$ cat config.mk
export PLATFORM = sky130hd
export DESIGN_NAME = serial_dequantizer
export DESIGN_NICKNAME = d
export VERILOG_FILES = /design/src/rtl/serial_dequantizer_pkg.sv /design/src/rtl/serial_dequantizer_word_rebuild.sv /design/src/rtl/serial_dequantizer.sv
export SDC_FILE = /design/constraint.sdc
export NUM_CORES = 1
export LEC_CHECK = 0
export BUFFER_PORTS_ARGS = -buffer_cell sky130_fd_sc_hd__clkbuf_2
export CORE_ASPECT_RATIO = 0.6
export CORE_MARGIN = 2
export CORE_UTILIZATION = 30
export CTS_CLUSTER_SIZE = 10
export DETAILED_ROUTE_END_ITERATION = 10
export PLACE_DENSITY = 0.46
export SKIP_CTS_REPAIR_TIMING = 1
export SLEW_MARGIN = 20
export SYNTH_ARGS = -nofsm -noshare
export SYNTH_HDL_FRONTEND = slang
export SYNTH_HIERARCHICAL = 1
export SYNTH_SLANG_ARGS = --single-unit
$ cat constraint.sdc
create_clock -name clk -period 12.65 [get_ports clk]
set_input_delay 1.265 -clock clk [delete_from_list [all_inputs] [get_ports clk]]
set_output_delay 1.265 -clock clk [all_outputs]
set_load 0.1 [all_outputs]
$ cat src/rtl/serial_dequantizer_pkg.sv
// rtl/serial_dequantizer_pkg.sv - shared types and widths for the serial dequantizer
package serial_dequantizer_pkg;

    localparam int WORD_W = 32;
    localparam int LOC_W  = 6;

    typedef enum logic [1:0] {
        IDLE,
        RECV,
        OUT
    } state_t;

    // Headers above 32 name a bit that does not exist; clamp to the MSB.
    function automatic logic [LOC_W-1:0] sat_loc(input logic [LOC_W-1:0] loc);
        return (loc > LOC_W'(WORD_W)) ? LOC_W'(WORD_W) : loc;
    endfunction

endpackage

$ cat src/rtl/serial_dequantizer_word_rebuild.sv
// rtl/serial_dequantizer_word_rebuild.sv - combinational leading-one plus mantissa word assembly
module word_rebuild
    import serial_dequantizer_pkg::*;
(
    input  logic [LOC_W-1:0]  loc_i,
    input  logic [LOC_W-1:0]  n_i,
    input  logic [WORD_W-1:0] mant_i,
    output logic [WORD_W-1:0] word_o
);

    logic [WORD_W-1:0] lead_sh;
    logic [WORD_W-1:0] mant_sh;

    // n_i never exceeds loc_i-1, so mant_sh cannot wrap below zero.
    always_comb begin
        lead_sh = WORD_W'(loc_i) - WORD_W'(1);
        mant_sh = WORD_W'(loc_i) - WORD_W'(1) - WORD_W'(n_i);
        word_o  = '0;
        if (loc_i != '0) begin
            word_o = (WORD_W'(1) << lead_sh) | (mant_i << mant_sh);
        end
    end

endmodule

$ cat src/rtl/serial_dequantizer.sv
// rtl/serial_dequantizer.sv - rebuilds 32-bit words from a leading-one header and serial mantissa bits
module serial_dequantizer
    import serial_dequantizer_pkg::*;
#(
    parameter int MANT_BITS = 8
) (
    input  logic              clk,
    input  logic              rst,
    input  logic [LOC_W-1:0]  locationOfOne,
    input  logic              hdrValid,
    output logic              hdrReady,
    input  logic              bitIn,
    input  logic              bitValid,
    output logic [WORD_W-1:0] outputWord,
    output logic              outValid,
    input  logic              outReady,
    output logic              hdrErr
);

    localparam logic [LOC_W-1:0] MANT_N = LOC_W'(MANT_BITS);

    state_t            state_q, state_d;
    logic [LOC_W-1:0]  loc_q, loc_d;
    logic [LOC_W-1:0]  n_q, n_d;
    logic [LOC_W-1:0]  cnt_q, cnt_d;
    logic [WORD_W-1:0] mant_q, mant_d;
    logic [WORD_W-1:0] word_q, word_d;
    logic              valid_q, valid_d;
    logic              err_q, err_d;

    logic [LOC_W-1:0]  hdr_loc;
    logic [LOC_W-1:0]  hdr_m1;
    logic [LOC_W-1:0]  hdr_n;
    logic [LOC_W-1:0]  cnt_inc;
    logic [WORD_W-1:0] mant_shift;
    logic [LOC_W-1:0]  rb_loc;
    logic [LOC_W-1:0]  rb_n;
    logic [WORD_W-1:0] rb_mant;
    logic [WORD_W-1:0] rb_word;
    logic              load_word;

    assign hdr_loc    = sat_loc(locationOfOne);
    assign hdr_m1     = hdr_loc - LOC_W'(1);
    assign hdr_n      = (hdr_loc <= LOC_W'(1)) ? '0 : ((hdr_m1 < MANT_N) ? hdr_m1 : MANT_N);
    assign cnt_inc    = cnt_q + LOC_W'(1);
    assign mant_shift = {mant_q[WORD_W-2:0], bitIn};

    // Feed the rebuilder with the values this cycle is about to commit, so the
    // word is ready in the same edge that enters OUT.
    assign rb_loc  = (state_q == IDLE) ? hdr_loc : loc_q;
    assign rb_n    = (state_q == IDLE) ? hdr_n   : n_q;
    assign rb_mant = (state_q == IDLE) ? '0      : mant_shift;

    word_rebuild u_word_rebuild (
        .loc_i  (rb_loc),
        .n_i    (rb_n),
        .mant_i (rb_mant),
        .word_o (rb_word)
    );

    always_comb begin
        state_d   = state_q;
        loc_d     = loc_q;
        n_d       = n_q;
        cnt_d     = cnt_q;
        mant_d    = mant_q;
        valid_d   = valid_q;
        err_d     = 1'b0;
        hdrReady  = 1'b0;
        load_word = 1'b0;

        case (state_q)
            IDLE: begin
                hdrReady = 1'b1;
                if (hdrValid) begin
                    loc_d  = hdr_loc;
                    n_d    = hdr_n;
                    cnt_d  = '0;
                    mant_d = '0;
                    err_d  = (locationOfOne > LOC_W'(WORD_W));
                    if (hdr_n == '0) begin
                        state_d   = OUT;
                        load_word = 1'b1;
                    end else begin
                        state_d = RECV;
                    end
                end
            end
            RECV: begin
                if (bitValid) begin
                    mant_d = mant_shift;
                    cnt_d  = cnt_inc;
                    if (cnt_inc == n_q) begin
                        state_d   = OUT;
                        load_word = 1'b1;
                    end
                end
            end
            OUT: begin
                if (outReady) begin
                    state_d = IDLE;
                    valid_d = 1'b0;
                end
            end
            default: begin
                state_d = IDLE;
                valid_d = 1'b0;
            end
        endcase

        if (load_word) begin
            valid_d = 1'b1;
        end
        word_d = load_word ? rb_word : word_q;
    end

    always_ff @(posedge clk or negedge rst) begin
        if (!rst) begin
            state_q <= IDLE;
            loc_q   <= '0;
            n_q     <= '0;
            cnt_q   <= '0;
            mant_q  <= '0;
            word_q  <= '0;
            valid_q <= 1'b0;
            err_q   <= 1'b0;
        end else begin
            state_q <= state_d;
            loc_q   <= loc_d;
            n_q     <= n_d;
            cnt_q   <= cnt_d;
            mant_q  <= mant_d;
            word_q  <= word_d;
            valid_q <= valid_d;
            err_q   <= err_d;
        end
    end

    assign outputWord = word_q;
    assign outValid   = valid_q;
    assign hdrErr     = err_q;

endmodule

Word-level counts from Yosys, hierarchy flattened. Cells that the tools add are included.

$lt $le $gt $ge: 3. Equality and inequality tests: 9. Shifts and indexed selects: 2. Bitwise operators: 1. $add $sub $neg: 4. Reductions and logical operators: 9. Muxes and demuxes: 30.

Operators by type and width (number): $mux W32 (2); $mux W31 (2); $pmux W31 S2 (1); $mux W6 (7); $or A32 B32 Y32 (1); $shl A1 B32 Y32 const A (1); $shl A32 B32 Y32 (1); $sub A32 B6 Y32 (1); $pmux W6 S2 (1); $mux W2 (5); $mux W1 (9); $ne A2 B2 Y1 const B (4); $sub A6 B1 Y7 const B (1); $add A6 B1 Y6 const B (1); $eq A6 B6 Y1 (1); $gt A6 B6 Y1 const B (1); $le A6 B1 Y1 const B (1); $logic_not A6 Y1 (1); $lt A6 B4 Y1 const B (1); $pmux W2 S3 (1); $reduce_bool A6 Y1 (1); $sub A6 B1 Y6 const B (1); $pmux W1 S2 (2); $reduce_and A2 Y1 (2); other kinds (9) (9).

Word-level logic and storage cells: 66. Bits in registers: 85. Input port bits: 12. Output and inout bits: 35.

Logic depth before layout (Yosys ltp). Gate-level depths: netlist of the first run.

Word-level depth: 12. Depth in mapped cells: 28. Gate-level depth less buffers: 24.

By module. Netlist of the first run, hierarchy kept.

Modules (own cells, without submodules): serial_dequantizer (seq. area each 2127.0 um^2, instances 1, area each 3965.1 um^2, cells an instance 330); word_rebuild (seq. area each 0.0 um^2, instances 1, area each 2593.7 um^2, cells an instance 410).

Least setup slack after synthesis of the first run. No wires, ideal clock.

Path type: input to register. From: input port locationOfOne[5]. To: register word_q[28], in the netlist outputWord[28]. Slack: 6.276 ns. Path buffers: 1. Stages on the path: 22. Arrival time: 6.305 ns. Setup time: 0.069 ns. Required time: 12.581 ns. Cell sequence: clkbuf_1 > nand2b_1 > ha_1 > or4bb_1 > o22ai_2 > a21oi_1 > or2_1 > o41ai_1 > inv_1 > ha_1 > nor2b_1 > o2111ai_1 > a21boi_2 > or3_1 > ha_1 > or3_1 > nor3_1 > nand2_1 > nor3_2 > a221oi_1 > o22ai_1 > mux2_4.

Word-level cells in the longest chain between the ends: 11. Elaborated cells on any way between the ends: 20. Classes of those cells: add/sub: 3; order compare: 3; shift: 2; mux: 9; bitwise: 1; reduce/logical: 2.

Ends and longest elaborated chain: start, declared (line serial_dequantizer.sv:9) `input logic [LOC_W-1:0] locationOfOne,`; $gt A6 B6 Y1 (line serial_dequantizer_pkg.sv:15) `return (loc > LOC_W'(WORD_W)) ? LOC_W'(WORD_W) : loc;`; $mux W6 (*) (line serial_dequantizer_pkg.sv:15); $sub A6 B1 Y6 (line serial_dequantizer.sv:43) `assign hdr_m1 = hdr_loc - LOC_W'(1);`; $lt A6 B4 Y1 (line serial_dequantizer.sv:44) `assign hdr_n = (hdr_loc <= LOC_W'(1)) ? '0 : ((hdr_m1 < MANT_N) ? hdr_m1 : MANT_N);`; $mux W6 (line serial_dequantizer.sv:44); $mux W6 (*) (line serial_dequantizer.sv:44); $mux W6 (*) (line serial_dequantizer.sv:51) `assign rb_n = (state_q == IDLE) ? hdr_n : n_q;`; net rb_n[1] (line serial_dequantizer.sv:37) `logic [LOC_W-1:0] rb_n;`; $sub A32 B6 Y32 (*) (line serial_dequantizer_word_rebuild.sv:17) `mant_sh = WORD_W'(loc_i) - WORD_W'(1) - WORD_W'(n_i);`; $shl A32 B32 Y32 (*) (line serial_dequantizer_word_rebuild.sv:20) `word_o = (WORD_W'(1) << lead_sh) | (mant_i << mant_sh);`; $or A32 B32 Y32 (*) (line serial_dequantizer_word_rebuild.sv:20); $mux W32 (*) (line serial_dequantizer_word_rebuild.sv:19) `if (loc_i != '0) begin`; net rb_word[28] (line serial_dequantizer.sv:39) `logic [WORD_W-1:0] rb_word;`; end signal, assigned (line serial_dequantizer.sv:133) `word_q <= word_d;`; end, declared (line serial_dequantizer.sv:27) `logic [WORD_W-1:0] word_q, word_d;`.

Mark *: on every way through the listed nets, which the timed path passes. The rest lies on a longest branch. A chain may end at the register's enable or synchronous reset.

Final worst setup path of the first run.
From: input port locationOfOne[5]. To: register word_q[19], in the netlist outputWord[19].

Same word-level chain as after synthesis.

==> summary.txt, run 1 <==
Drt
  • DR WL/cell: 19.30 um
  • Met1 WL: 10.74 mm
  • Starting DRT DRC Count: 456
  • Drt total wl: 20.24 mm
  • First-pass detailed-route iteration total: 6
  • Vias: 5655
  • Antenna Violating Nets Remaining: 0
  • DRC viols: 0
  • Top routing layer used: met4
  • Vias per cell: 5.391
  • Routed wl met2: 7.539 mm
  • Metal3 WL: 1.817 mm

Synth
  • Register area share after synthesis: 0.3243
  • Number of synthesized flops with an enable pin: 0
  • Post-Synthesis Cells: 740
  • Register bit count reported by yosys: 85
  • Synth Warn #: 6
  • Most used DFF post-synth: dfrtp_1
  • Synth Net Count: 771
  • Syn avg cell area: 8.863 um^2
  • Mapped Area: 0.006559 mm^2
  • Distinct cells, synth: 70
  • FFs w/ async S/R, synth: 1.000

Clock tree
  • CTS root buffer: clkbuf_16
  • Total CTS buffers: 9
  • Max H-tree Level: 3
  • Clock slew seen by the registers of the worst setup and hold paths: 0.07 ns
  • # clock sinks: 85
  • Skew-Pair Late Insertion Delay: 0.36 ns
  • CTS Buffer Depth: 2
  • CTS tree: built

Hold path
  • Hold Path Class: register to register
  • Hold path start: mant_q[30]$_DFFE_PN0P_

STA
  • Setup TNS: 0 ns
  • Fmax achieved: 136.1 MHz
  • Min cycle time layout: 7.350 ns
  • Final Max Slew Viols: 0
  • Unrepaired setup endpoints after global routing: no
  • Clk_skew: 0.008368 ns
  • Relative slew slack: 0.2327
  • Worst-Margin Slew: 1.147 ns
  • Final setup fails: 0
  • Final Hold Fails: 0
  • Tcrit/Tclk final: 0.5810

Critical path
  • CP peak stage delay: 0.93 ns
  • Cell Chain, Critical Path: clkbuf_2 -> nand2b_1 -> ha_1 -> or4bb_1 -> o22ai_2 -> a21oi_1 -> or2_1 -> o41ai_1 -> inv_1 -> ha_1 -> nor2b_1 -> o2111ai_1 -> a21boi_2 -> or3_1 -> ha_1 -> nor4b_1 -> nand4_1 -> nor3_1 -> nand3_1 -> nor2_1 -> a21oi_1 -> o21ai_0 -> mux2_4
  • Crit. End Element: register
  • Crit-path max FO: 13
  • Worst setup SP type: input port
  • Critical Path Slowest Stage Cell: nor2_1
  • Most frequent CP cell: ha_1
  • CP Class: input port to register
  • Critical path required time: 12.94 ns
  • R2r startpoint: state_q[0]$_DFFE_PN0P_
  • WP data arrival: 7.64 ns
  • Crit path launch: locationOfOne[5]

Die
  • Initial cell density of the core: 0.3088
  • Die area: 0.02310 mm^2
  • I/O pin total: 47
  • Die X: 194.9 um
  • Core area: 0.02124 mm^2
  • Die height: 118.5 um
  • Std-Cell Rows: 41

Global route
  • Antenna violations before repair: 0
  • GR Util All Layers: 0.1818
  • GRT Residual Overflow: 0
  • Largest net degree at the start of global routing: 54
  • Vias in the first global route: 5505
  • First-pass GRT wire length: 32.12 mm

Finish
  • Antenna Cells: 0
  • Area Overhead vs Synth: 11.54%
  • Layout cell share with drive strength beyond 1: 0.1779
  • Layout Nets: 796

Run status
  • Outcome: complete, no violations

Job
  • Max cap viols: 0

Place
  • IO buf count: 46
  • Post-DP HPWL: 15.78 mm
  • GPL Wtd Cong: 0.9769
## sequential cells by signal, summed over array words and instances, names as in the netlist
register and cells:
cnt_q 6, hdrErr 1, loc_q 6, mant_q 31
n_q 6, outValid 1, outputWord 32, state_q 2
## metrics by stage
step             util  worst slack (ns)  cells  hold WS [ns]  area [um^2]
6_report       0.3445             5.300   1049        0.4828         7316
5_1_grt        0.3445             4.807   1049        0.5193         7316
4_1_cts        0.3445             5.479   1049        0.4866         7316
3_5_place_dp   0.3303             5.119   1033        0.4699         7014
3_3_place_gp   0.3303             5.260   1033        0.4638         7014
2_1_floorplan       -             6.276    740        0.4402         6559
## layout by cell type (no fill, tap or decap), types with 3 or more instances in the layout
cell       instances
dfrtp_1           85
nand2_1           81
nor2_1            61
a21oi_1           46
clkbuf_2          45
and2_1            42
mux2i_1           41
a22o_1            33
mux2_4            30
o21ai_0           27
inv_1             23
nand3_1           23
o21ai_1           20
ha_1              18
nor3_1            17
mux2_2            14
xnor2_1           13
buf_4             12
nand2b_1          11
o211ai_1          10
clkbuf_16          9
nor2b_1            6
or3_1              6
a211oi_1           5
o22ai_1            5
nand4_1            5
o41ai_1            4
a31oi_1            4
o21bai_1           3
and3_1             3
o31ai_1            3
clkinv_2           3
or2_2              3
a221oi_1           3
mux4_2             3
o32ai_1            3
## cell type report
type                    instances  area [um^2]
clock buffers                  10        239.0
well taps                     279        349.1
clock inverters                 6        62.56
inverters                      25        93.84
fillers                      2218        13920
multi-input cells             587         4129
repair buffers                 57        315.3
flip-flops and latches         85         2127
## final timing paths
| kind | to | slack [ns] | depth (start not counted) |
|---|---|---|---|
| max | outputWord[19]$_DFFE_PN0P_ | 5.30 | 23 |
| min | mant_q[30]$_DFFE_PN0P_ | 0.48 | 2 |
| max in group asynchronous | n_q[3]$_DFFE_PN0P_ | 10.67 | 2 |
| max reg2reg | outputWord[19]$_DFFE_PN0P_ | 5.81 | 24 |
| min reg2reg | mant_q[30]$_DFFE_PN0P_ | 0.48 | 2 |
| min in group asynchronous | outValid$_DFFE_PN0P_ | 0.89 | 1 |
## cells by family (layout without fill, tap and decap cells)
kind of cell             Yosys count  count (layout)  synth area share
adder cells (fa/ha/maj)           19              19           0.03739
buffers and inverters             68              98           0.04903
flip-flops                        85              85            0.3243
AND/OR/NAND/NOR                  278             278            0.2116
XOR/XNOR                          19              19           0.02766
AO/OA/AOI/OAI                    181             181            0.1810
multiplexers                      90              90            0.1690
## worst max-delay path, delay by kind of cell
family,cells,cell delay (ns)
AOI/OAI and AO/OA,7,1.61
adders and majority gates,3,0.85
buffers and inverters,2,0.30
muxes,1,0.22
and+or+nand+nor,10,3.39
## metal layers
metal | GRT usage | vias up
met5 | 0 | -
met4 | 0.03053 | 0
met3 | 0.07705 | 16
met2 | 0.2346 | 168
met1 | 0.2761 | 2766
li1 | - | 2705
## synthesized netlist by cell type (4+ instances only)
cell      number  area (um^2)
nor2_1        61        229.0
nand4_1        5        31.28
ha_1          18        225.2
xnor2_1       13        113.9
nand2_1       81        304.0
a22o_1        33        289.0
dfrtp_1       85         2127
o211ai_1      10        75.07
nor2b_1        6        37.54
nand3_1       23        115.1
xor2_1         4        35.03
a211oi_1       5        37.54
buf_2          8        40.04
a31oi_1        4        25.02
nand2b_1      11        68.82
and2_1        42        262.8
clkbuf_1      30        112.6
mux2_4        30        450.4
o22ai_1        5        31.28
mux2_2        14        157.7
nor3_1        17        85.08
mux2i_1       41        410.4
o21ai_1       20        100.1
a21oi_1       47        235.2
o21ai_0       27        135.1
inv_1         23        86.33
o41ai_1        4        35.03
or3_1          6        37.54
Power of run 1 is not shown: default switching activity piles up to over one toggle a cycle in this logic, so the estimate is an artifact.
==> run 2, diff against run 1 <==
==> constraint.sdc (replaced) <==
create_clock -name clk -period 7.1 [get_ports clk]
set_input_delay 0.71 -clock clk [delete_from_list [all_inputs] [get_ports clk]]
set_output_delay 0.71 -clock clk [all_outputs]
set_load 0.1 [all_outputs]
==> run 2 against run 1 <==
  * Sequential cell count unchanged
  * First-iteration DRC count increased by 6.6%
  * Clock-buffer cell count decreased by 1
  * Routed wire length increased by 1.8%
  * Sequential share of layout area decreased by 0.53 points
  * Die area unchanged
  * Global-route usage increased by 0.34 points
  * Clock skew decreased by 0.0016 ns
  * Core utilization increased by 0.64 points
  * Final area increased by 1.8%
  * Register-to-register slack got worse by 4.9 ns
==> summary.txt, run 2 (synthesis gave the netlist of run 1 again) <==
Run status
  • Outcome: complete, no violations

STA
  • Worst-Margin Slew: 1.160 ns
  • Final Max Slew Viols: 0
  • Tcrit/Tclk final: 0.8894
  • Unrepaired setup endpoints after global routing: no
  • Final Hold Fails: 0
  • Fmax achieved: 158.4 MHz
  • Setup TNS: 0 ns
  • Min cycle time layout: 6.315 ns
  • Clk_skew: 0.006755 ns
  • Final setup fails: 0
  • Relative slew slack: 0.2187

Drt
  • Vias per cell: 5.388
  • Antenna Violating Nets Remaining: 0
  • First-pass detailed-route iteration total: 7
  • DRC viols: 0
  • Starting DRT DRC Count: 486
  • Vias: 5690
  • DR WL/cell: 19.52 um
  • Drt total wl: 20.61 mm

Die
  • Die X: 194.9 um
  • Std-Cell Rows: 41
  • Initial cell density of the core: 0.3088
  • Die height: 118.5 um
  • Die area: 0.02310 mm^2
  • Core area: 0.02124 mm^2
  • I/O pin total: 47

Finish
  • Layout cell share with drive strength beyond 1: 0.1866
  • Commonest non-fill, non-tap cell in the layout: dfrtp_1
  • Area Overhead vs Synth: 13.60%
  • Layout Nets: 803
  • Most frequent cells in the layout: dfrtp_1 (85), nand2_1 (81), nor2_1 (61)
  • Fillcell total: 2210
  • Finished Cell Area: 0.007451 mm^2
  • Antenna Cells: 0
  • Max FFs per register: 32

Critical path
  • Crit. End Element: register
  • Critical path required time: 7.40 ns
  • CP Buf/Inv Count: 2
  • WP data arrival: 6.62 ns
  • R2r startpoint: state_q[0]$_DFFE_PN0P_
  • CP Class: input port to register
  • Critical path's top delay family: simple AND/OR/NAND/NOR gates
  • Crit-path max FO: 11
  • Reg2reg end: outputWord[31]$_DFFE_PN0P_
  • Critical Path Slowest Stage Cell: or4bb_1
  • Flop-to-flop setup slack: 0.89 ns
  • Worst setup SP type: input port
  • CP peak stage delay: 0.44 ns
  • R2R depth: 26

Place
  • Placed Area: 0.007067 mm^2
  • Post-DP HPWL: 16.17 mm
  • GPL Wtd Cong: 0.9346
  • IO buf count: 46

Clock tree
  • # clock sinks: 85
  • CTS root buffer: clkbuf_16
  • Clock slew seen by the registers of the worst setup and hold paths: 0.07 ns
  • Max H-tree Level: 3
  • CTS Buffer Depth: 2
  • CTS tree: built
  • Total CTS buffers: 9
  • Skew-Pair Late Insertion Delay: 0.36 ns

Hold path
  • Hold Path Class: input port to async pin

Global route
  • GRT Residual Overflow: 0
  • Vias in the first global route: 5609
  • Largest net degree at the start of global routing: 86
  • First-pass GRT wire length: 32.74 mm
  • Antenna violations before repair: 0
  • GR Util All Layers: 0.1852

Job
  • Max cap viols: 0
run 2: cell count changes in the layout (fill, tap and decap cells not counted):
cell	delta
buf_4	+6
bufinv_16	+3
clkinv_2	-3
clkinv_4	-2
inv_6	+2
buf_6	+1
clkbuf_8	-1
clkinvlp_4	+1
nor3_2	-1
nor3_4	+1
o21ai_1	-1
o21ai_2	+1
run 2: through the flow:
stage                     std cells  worst slack (ns)  hold slack [ns]  utilization
final                          1056            0.7850           0.4176       0.3508
after floorplan                 740             1.281           0.4144            -
after detailed placement       1040            0.4007           0.4647       0.3327
after global routing           1056            0.1977           0.4855       0.3508
after CTS                      1056            0.6203           0.4864       0.3502
after global placement         1040            0.4697           0.4652       0.3327
run 2: how the worst max path moves through the flow:
stage / startpoint / end / cells past startpoint
finish: locationOfOne[5] / outputWord[31]$_DFFE_PN0P_ / 25
global route: locationOfOne[5] / outputWord[31]$_DFFE_PN0P_ / 24
CTS: state_q[0]$_DFFE_PN0P_ / outputWord[26]$_DFFE_PN0P_ / 25
detailed placement: locationOfOne[5] / outputWord[26]$_DFFE_PN0P_ / 24
global placement: locationOfOne[5] / outputWord[26]$_DFFE_PN0P_ / 24
floorplan: locationOfOne[5] / outputWord[28]$_DFFE_PN0P_ / 22
run 2: final cells by class:
type                            instances  area, um^2  share of cell area
Clock buffer                            9       225.2             0.03023
Timing Repair Buffer                   64       371.6             0.04987
Sequential cell                        85        2127              0.2855
Inverter                               25       93.84             0.01259
Clock inverter                          7       145.1             0.01948
Tap cell                              279       349.1             0.04685
Multi-Input combinational cell        587        4139              0.5555
run 2: routing by layer:
metal  GRT usage  vias to the layer above  part of all wire
li1            -                     2714                 -
met4     0.03912                        2            0.0098
met1      0.2889                     2775              0.53
met2      0.2375                      184              0.37
met3     0.05908                       15             0.082
met5     0.03050                        -            0.0045
Power of run 2 is left out for the same reason.
